### src/rtl/uart_pkg.sv
// Shared constants for the UART blocks: FSM encodings, oversampling ratio, divider math.
// Latency: n/a (compile-time constants and a constant function only).
// Backpressure: n/a.
package uart_pkg;

  // Receiver FSM encodings, kept as plain 2-bit constants for legacy tools
  localparam logic [1:0] IDLE  = 2'd0;
  localparam logic [1:0] START = 2'd1;
  localparam logic [1:0] DATA  = 2'd2;
  localparam logic [1:0] STOP  = 2'd3;

  // Ticks per bit and the tick index that lands in the middle of the start bit
  localparam int         OVERSAMPLE = 16;
  localparam logic [3:0] MID_START  = 4'd7;

  // Clocks per oversample tick, truncated; 100 MHz / 9600 baud gives 651
  function automatic int baud_div(input int clk_freq, input int baud);
    return clk_freq / (baud * OVERSAMPLE);
  endfunction

endpackage

### src/rtl/uart_rx_if.sv
// Receive-side bundle: serial line in, parallel byte and status strobes out.
// Latency: n/a (wires only).
// Backpressure: none; the consumer must take rx_data on the rx_done pulse.
interface uart_rx_if;

  logic       rx;
  logic [7:0] rx_data;
  logic       rx_done;
  logic       rx_busy;
  logic       frame_err;

  // Receiver side: samples the line, drives the byte and strobes
  modport master (
    input  rx,
    output rx_data,
    output rx_done,
    output rx_busy,
    output frame_err
  );

  // Line driver / consumer side
  modport slave (
    output rx,
    input  rx_data,
    input  rx_done,
    input  rx_busy,
    input  frame_err
  );

endinterface

### src/rtl/baud_tick_gen.sv
// Free-running oversample tick generator: one-clk tick every baud_div(CLK_FREQ, BAUD) clocks.
// Latency: first tick DIV clocks after reset release; period exactly DIV clocks thereafter.
// Backpressure: none; the counter never stalls and is cleared only by reset.
module baud_tick_gen
  import uart_pkg::*;
#(
  parameter int CLK_FREQ = 100_000_000,
  parameter int BAUD     = 9600
) (
  input  logic clk,
  input  logic rst,
  output logic tick
);

  localparam int             DIV  = baud_div(CLK_FREQ, BAUD);
  localparam int             CW   = (DIV > 1) ? $clog2(DIV) : 1;
  localparam logic [CW-1:0]  LAST = CW'(DIV - 1);

  logic [CW-1:0] cnt;

  // Count 0..DIV-1 and wrap; the wrap cycle is the tick
  always_ff @(posedge clk or negedge rst) begin
    if (!rst) begin
      cnt <= '0;
    end else if (cnt == LAST) begin
      cnt <= '0;
    end else begin
      cnt <= cnt + 1'b1;
    end
  end

  assign tick = (cnt == LAST);

endmodule

### src/rtl/uart_rx.sv
// 8N1 UART receiver, LSB first, 16x oversampled, mid-bit sampling.
// Latency: rx_done ~9.5 bit times after the start edge, plus 2 clk of synchronizer delay.
// Backpressure: none; rx_data holds until the next good frame, consumer samples on rx_done.
module uart_rx
  import uart_pkg::*;
#(
  parameter int CLK_FREQ   = 100_000_000,
  parameter int BAUD       = 9600,
  parameter int OVERSAMPLE = 16
) (
  input  logic      clk,
  input  logic      rst,
  uart_rx_if.master bus
);

  // Last tick index of a full bit; mid-bit for data/stop since counting starts mid start bit
  localparam logic [3:0] LAST_TICK = 4'(OVERSAMPLE - 1);

  logic       tick;
  logic       rx_meta;
  logic       rx_s;
  logic [1:0] state;
  logic [3:0] tick_cnt;
  logic [2:0] bit_cnt;
  logic [7:0] shift;
  logic [7:0] rx_data_q;
  logic       rx_done_q;
  logic       frame_err_q;

  baud_tick_gen #(
    .CLK_FREQ (CLK_FREQ),
    .BAUD     (BAUD)
  ) u_tick (
    .clk  (clk),
    .rst  (rst),
    .tick (tick)
  );

  // Two-flop synchronizer; resets to the idle (high) line level so reset never looks like a start
  always_ff @(posedge clk or negedge rst) begin
    if (!rst) begin
      rx_meta <= 1'b1;
      rx_s    <= 1'b1;
    end else begin
      rx_meta <= bus.rx;
      rx_s    <= rx_meta;
    end
  end

  // Frame FSM: qualify start at mid bit, then sample every 16 ticks; strobes default low each clk
  always_ff @(posedge clk or negedge rst) begin
    if (!rst) begin
      state       <= IDLE;
      tick_cnt    <= 4'd0;
      bit_cnt     <= 3'd0;
      shift       <= 8'h00;
      rx_data_q   <= 8'h00;
      rx_done_q   <= 1'b0;
      frame_err_q <= 1'b0;
    end else begin
      rx_done_q   <= 1'b0;
      frame_err_q <= 1'b0;
      case (state)
        IDLE: begin
          if (!rx_s) begin
            state    <= START;
            tick_cnt <= 4'd0;
          end
        end
        START: begin
          if (tick) begin
            if (tick_cnt == MID_START) begin
              if (!rx_s) begin
                state    <= DATA;
                tick_cnt <= 4'd0;
                bit_cnt  <= 3'd0;
              end else begin
                // Line went back high before mid start bit: a glitch, not a frame
                state <= IDLE;
              end
            end else begin
              tick_cnt <= tick_cnt + 4'd1;
            end
          end
        end
        DATA: begin
          if (tick) begin
            if (tick_cnt == LAST_TICK) begin
              shift[bit_cnt] <= rx_s;
              tick_cnt       <= 4'd0;
              if (bit_cnt == 3'd7) begin
                state <= STOP;
              end else begin
                bit_cnt <= bit_cnt + 3'd1;
              end
            end else begin
              tick_cnt <= tick_cnt + 4'd1;
            end
          end
        end
        STOP: begin
          if (tick) begin
            if (tick_cnt == LAST_TICK) begin
              if (rx_s) begin
                rx_data_q <= shift;
                rx_done_q <= 1'b1;
              end else begin
                // Bad stop bit: flag it and keep the previously delivered byte
                frame_err_q <= 1'b1;
              end
              // Re-arm now so a start edge right after the stop midpoint is caught
              state    <= IDLE;
              tick_cnt <= 4'd0;
            end else begin
              tick_cnt <= tick_cnt + 4'd1;
            end
          end
        end
        default: begin
          state <= IDLE;
        end
      endcase
    end
  end

  // Busy only once the start bit has been qualified, so short glitches never show as activity
  assign bus.rx_busy   = (state == DATA) || (state == STOP);
  assign bus.rx_data   = rx_data_q;
  assign bus.rx_done   = rx_done_q;
  assign bus.frame_err = frame_err_q;

endmodule

### src/flat_wrapper.sv
// flat-port wrapper written by rule: the top's interface ports become plain ports
module uart_rx_flat import uart_pkg::*;
#(
  parameter int CLK_FREQ   = 100_000_000,
  parameter int BAUD       = 9600,
  parameter int OVERSAMPLE = 16
)
  (clk, rst, bus_rx, bus_rx_data, bus_rx_done, bus_rx_busy, bus_frame_err);
  uart_rx_if bus_i ();
  input  logic clk;
  input  logic rst;
  input wire logic [$bits(bus_i.rx)-1:0] bus_rx;
  output wire logic [$bits(bus_i.rx_data)-1:0] bus_rx_data;
  output wire logic [$bits(bus_i.rx_done)-1:0] bus_rx_done;
  output wire logic [$bits(bus_i.rx_busy)-1:0] bus_rx_busy;
  output wire logic [$bits(bus_i.frame_err)-1:0] bus_frame_err;
  assign bus_i.rx = bus_rx;
  assign bus_rx_data = bus_i.rx_data;
  assign bus_rx_done = bus_i.rx_done;
  assign bus_rx_busy = bus_i.rx_busy;
  assign bus_frame_err = bus_i.frame_err;
  uart_rx #(.CLK_FREQ(CLK_FREQ), .BAUD(BAUD), .OVERSAMPLE(OVERSAMPLE)) u_core (.clk(clk), .rst(rst), .bus(bus_i));
endmodule
### config.mk
export PLATFORM = sky130hd
export DESIGN_NAME = uart_rx_flat
export DESIGN_NICKNAME = d
export VERILOG_FILES = /design/src/rtl/uart_pkg.sv /design/src/rtl/uart_rx_if.sv /design/src/rtl/baud_tick_gen.sv /design/src/rtl/uart_rx.sv /design/src/flat_wrapper.sv
export SDC_FILE = /design/constraint.sdc
export NUM_CORES = 1
export LEC_CHECK = 0
export CORE_AREA = 2 2 61 63
export DETAILED_ROUTE_END_ITERATION = 6
export DIE_AREA = 0 0 63 65
export HOLD_SLACK_MARGIN = 0.03
export PLACE_DENSITY = 0.77
export SYNTH_ARGS = -nofsm -noshare
export SYNTH_HDL_FRONTEND = slang
export SYNTH_HIERARCHICAL = 1
export SYNTH_SLANG_ARGS = --single-unit
### constraint.sdc
create_clock -name clk -period 6.7 [get_ports clk]
set_input_delay 0.67 -clock clk [delete_from_list [all_inputs] [get_ports clk]]
set_output_delay 0.67 -clock clk [all_outputs]
set_load 0.01 [all_outputs]
Word level (Yosys, flattened, before mapping) --
Index checks and enable logic that the tools add are counted.
Word-level totals: register bits after elaboration 39, memories kept 0, logic and storage cells 78, input bits 3, RAM bits 0, output and inout port bits 11, ROM bits 0, bits in latches 0
Operators by class: reductions and logical operators 10, shift-type cells 0, magnitude comparators 2, div/mod/pow operators 0, bitwise gates (word level) 0, $mul 0, multiplexer cells 35, eq/ne operators 18, add/subtract/negate cells 3
Operator list (number):
- 4-bit 2-to-1 mux | 5
- 2-bit 2-to-1 mux | 9
- 3-bit 2-to-1 mux | 6
- 2-bit by 1-bit != test with 1-bit output (second input constant) | 8
- 4-bit one-hot mux with 3 select lines | 1
- 10-bit by 1-bit adder with 10-bit output (second input constant) | 1
- 10-bit equality test (second input constant) | 1
- 10-bit 2-to-1 mux | 1
- 1-bit 2-to-1 mux | 9
- 8-bit bitwise mux | 1
- 2-bit one-hot mux with 4 select lines | 1
- 8-bit AND reduction | 1
- 7-bit AND reduction | 1
- 2-bit != test (second input constant) | 3
- 3-bit one-hot mux with 2 select lines | 1
- 4-bit by 1-bit adder with 4-bit output (second input constant) | 1
- 2-bit equality test (second input constant) | 2
- 4-bit by 3-bit equality test with 1-bit output (second input constant) | 1
- 4-bit equality test (second input constant) | 1
- 3-bit by 4-bit < comparator with 1-bit output (second input constant) | 1
- 4-bit AND reduction | 1
- 3-bit by 1-bit adder with 3-bit output (second input constant) | 1
- 1-bit demux with 3-bit select | 1
- 3-bit equality test (second input constant) | 1
- 9 further kinds | 9

Longest topological paths before layout --
depth in word-level cells 5, depth in mapped cells 9, depth with buffers taken out 8

By module --
Netlist, hierarchy kept.
Modules (own cells, without submodules):
- uart_rx | area each 1415.1 um2, cells an instance 122, times used 1, sequential area each 728.2 um2
- baud_tick_gen | area each 513.0 um2, cells an instance 46, times used 1, sequential area each 250.2 um2

Worst setup path after synthesis --
OpenSTA, ideal clock, no wires.
path type reg2reg, from register u_core.u_tick.cnt[0], to register u_core.shift[3], setup time 0.125 ns, buffers on the path 0, data required time 6.575 ns, stages on the path, launching flop included 9, arrival time 2.301 ns, clock period less this slack 2.426 ns, setup slack 4.274 ns, cells stage by stage dfrtp_1 inv_1 ha_1 or3b_1 nor4_4 and4_1 nand2_1 nor3_1 mux2_2
Between the ends: longest elaborated chain between the ends 2
RTL lines:
- from (decl) | line baud_tick_gen.sv:19 | logic [CW-1:0] cnt;
- from (signal assigned) | line baud_tick_gen.sv:28 | cnt <= cnt + 1'b1;
- 10-bit equality test | line baud_tick_gen.sv:32 | assign tick = (cnt == LAST);
- net u_core.tick | line uart_rx.sv:19 | logic tick;
- 3-bit AND reduction (no source line)
- to (signal, indexed assignment) | line uart_rx.sv:89 | shift[bit_cnt] <= rx_s;
- to (decl) | line uart_rx.sv:25 | logic [7:0] shift;
The timed path passes the listed nets, and every way through them passes these cells. A chain may end at the register's enable or synchronous reset.

Final worst setup path --
Ends and elaborated chain as after synthesis.

==> flow_summary.json <==
{
  "drv_slew": 0,
  "first_pass_iters": 4,
  "die_h_um": 65,
  "met3_usage_pct": 4.69,
  "crit_slowest_cell": "nor4_4",
  "antenna_found_initial": 0,
  "fmax_ghz": 0.324,
  "worst-path-max-fanout": 18,
  "hold_violations": 0,
  "vias_per_cell": 5.73,
  "path_buf_inv": 1,
  "ctsHoldBuffers": 0,
  "yosys_most_used_dff": "dfrtp_1",
  "htree_levels": 2,
  "tritoncts": "built",
  "clock_latency_ps": 350,
  "die-area_um2": 4100,
  "rsz0062_at_grt": "false",
  "fin_tns_setup_ps": 0,
  "ff2ff_setup_slack_ps": 3610,
  "ff2ff_path_depth": 8,
  "layout-drive-gt1-share_pct": 22.1,
  "cp-end-kind": "flop",
  "drc_errors": 0,
  "finClkSkew_ps": 14.1,
  "worstReg2RegEnd": "u_core/shift[3]",
  "max-cap-violations": 0,
  "grt_use_met2_pct": 27.9,
  "relSlewSlack_pct": 40.1,
  "layout_commonest_cell": "dfrtp_1",
  "synth-seq-cells": 39,
  "core_area_um2": 3500,
  "min-delay-path-class": "flop to flop",
  "postCtsSetupRepairBufs": 0,
  "grt_pass1_vias": 1245,
  "die_w_um": 63,
  "synth_area_um2": 1930,
  "initial_core_util_pct": 55.2,
  "ctsResizeCount": 0,
  "startpoint_type": "flop",
  "met1_usage_pct": 24.6,
  "outcome": "finished, final reports clean",
  "rows": 22,
  "hold_path_end": "u_core/rx_s",
  "syn_to_final_growth_pct": 11.6,
  "post-route-period-util_pct": 46.1,
  "hp-start": "u_core/rx_meta",
  "final_cell_mix": "dfrtp_1, mux2_2, clkdlybuf4s50_1, nand2_1",
  "grt-busiest-layer": "met2",
  "max_stage_delay_ps": 760,
  "powerDensity_nw_per_um2": 188,
  "tightest_slew_ps": 892,
  "clockRootBuffer": "clkbuf_4",
  "timing.rr.start": "u_core/u_tick/cnt[0]",
  "hpwlAfterDp_um": 2350,
  "setup_violations": 0,
  "grt_overflow": 0,
  "yosysUniqueCellTypes": 49,
  "ios": 14,
  "p_leak_nw": 0.960,
  "hold_path_depth": 0,
  "crit_type": "flop to flop",
  "fin_nets": 188,
  "cp.arrival_ps": 3330,
  "syn-num-nets": 176,
  "path_cells": "inv_1 > ha_1 > or3b_1 > nor4_4 > and4_1 > nand2_1 > nor3_1 > mux2_2",
  "io_buffer_count": 13,
  "path_clk_slew_ps": 100,
  "ys_warn_count": 6,
  "vias": 1313,
  "clock_path_buffers": 2,
  "clock-sinks": 39,
  "gp_congestion": 0.918,
  "track_usage_pct": 18.3,
  "ant_nets": 0,
  "drt_iter0_drc": 80,
  "ir_worst_vdd_mv": 0.128,
  "grt_pass1_wl_um": 5760,
  "diodes": 0,
  "synth_cells": 168,
  "numCtsBuffers": 5,
  "final_util_pct": 61.6,
  "synth_edf_count": 0,
  "crit_family": "simple AND/OR/NAND/NOR gates",
  "avgSynthCellArea_um2": 11.5,
  "worstPathRequired_ps": 6940,
  "grt_max_degree": 40,
  "wl_per_cell_um": 14.8,
  "seq_area_frac_synth_pct": 50.7,
  "async_flop_share_pct": 100,
  "finalCriticalPeriod_ps": 3090,
  "finalWirelength_um": 3400
}
## state kept, by name, summed over array words and instances, names as in the netlist, named ones only
register,cells
u_core/bit_cnt,3
u_core/bus.frame_err,1
u_core/bus.rx_data,8
u_core/bus.rx_done,1
u_core/rx_meta,1
u_core/rx_s,1
u_core/shift,8
u_core/state,1
u_core/tick_cnt,4
u_core/u_tick/cnt,10
## layout make-up
class | instances | area, µm²
Sequential cell | 39 | 978
Tap cell | 48 | 60.1
Fill cell | 278 | 1340
Timing Repair Buffer | 13 | 125
Inverter | 5 | 18.8
Clock buffer | 6 | 51.3
Clock inverter | 2 | 35.0
Multi-Input combinational cell | 116 | 883
## cell families (layout without fill, tap and decap cells)
group | count (synthesis) | after routing | share of synthesized area (%)
flip-flops | 39 | 39 | 50.7
adder cells (fa/ha/maj) | 5 | 5 | 3.24
AND/OR/NAND/NOR | 62 | 62 | 19.7
multiplexers | 17 | 17 | 10.1
buffers and inverters | 13 | 26 | 3.44
XOR/XNOR | 7 | 7 | 3.18
AO/OA/AOI/OAI | 25 | 25 | 9.54
## synthesized netlist by cell type, types with 3 or more instances
library cell  count  share of area [%]
a21oi_1           5                1.3
clkbuf_1          4               0.78
dfrtp_1          37                 48
ha_1              5                3.2
inv_1             4               0.78
mux2_2           15                8.8
nand2_1          11                2.1
nand3_1           9                2.3
nand4_1           5                1.6
nor2_1            9                1.8
nor3_1            6                1.6
nor4_1            3               0.97
o21ai_0           6                1.6
o31ai_1           3                1.2
xnor2_1           6                2.7
## report_power, final
part	total [mW]	switching [mW]	leakage, nW	internal [mW]
logic	0.00562	0.00462	0.393	0.00100
clock network	0.162	0.0734	0.0482	0.0881
registers	0.238	0.00158	0.518	0.236
total	0.405	0.0796	0.960	0.326
## how the worst max path moves through the flow
| stage | from | depth (start not counted) | end | slack (ps) |
|---|---|---|---|---|
| 6_report | u_core/u_tick/cnt[0] | 8 | u_core/shift[3] | 3610 |
| 5_1_grt | u_core/u_tick/cnt[0] | 8 | u_core/shift[3] | 3430 |
| 4_1_cts | u_core/u_tick/cnt[0] | 8 | u_core/shift[3] | 3650 |
| 3_5_place_dp | u_core/u_tick/cnt[0] | 8 | u_core/shift[3] | 3670 |
| 3_3_place_gp | u_core/u_tick/cnt[0] | 8 | u_core/shift[3] | 3760 |
| 2_1_floorplan | u_core/u_tick/cnt[0] | 8 | u_core/shift[3] | 4270 |
## per-stage QoR
step | setup slack (ps) | std cells | hold WS [ps] | cell area [µm²] | total power, mW
after floorplan | 4270 | 168 | 345 | 1930 | 0.243
after global placement | 3760 | 221 | 348 | 2070 | 0.248
after detailed placement | 3670 | 221 | 348 | 2070 | 0.248
after CTS | 3650 | 229 | 368 | 2150 | 0.411
after global routing | 3430 | 229 | 371 | 2150 | 0.421
final | 3610 | 229 | 366 | 2150 | 0.405
## metal layers
metal | vias to the layer above | share of wire, %
li1 | 639 | -
met1 | 639 | 48
met2 | 29 | 46
met3 | 6 | 3.9
met4 | 0 | 1.8
met5 | - | 0
## worst reg2reg max path: stages (launching register included)
cell	delay, ps
dfrtp_1	450
inv_1	80
ha_1	130
or3b_1	390
nor4_4	760
and4_1	390
nand2_1	120
nor3_1	290
mux2_2	370
Note: power is estimated with default switching activity, not from simulation.
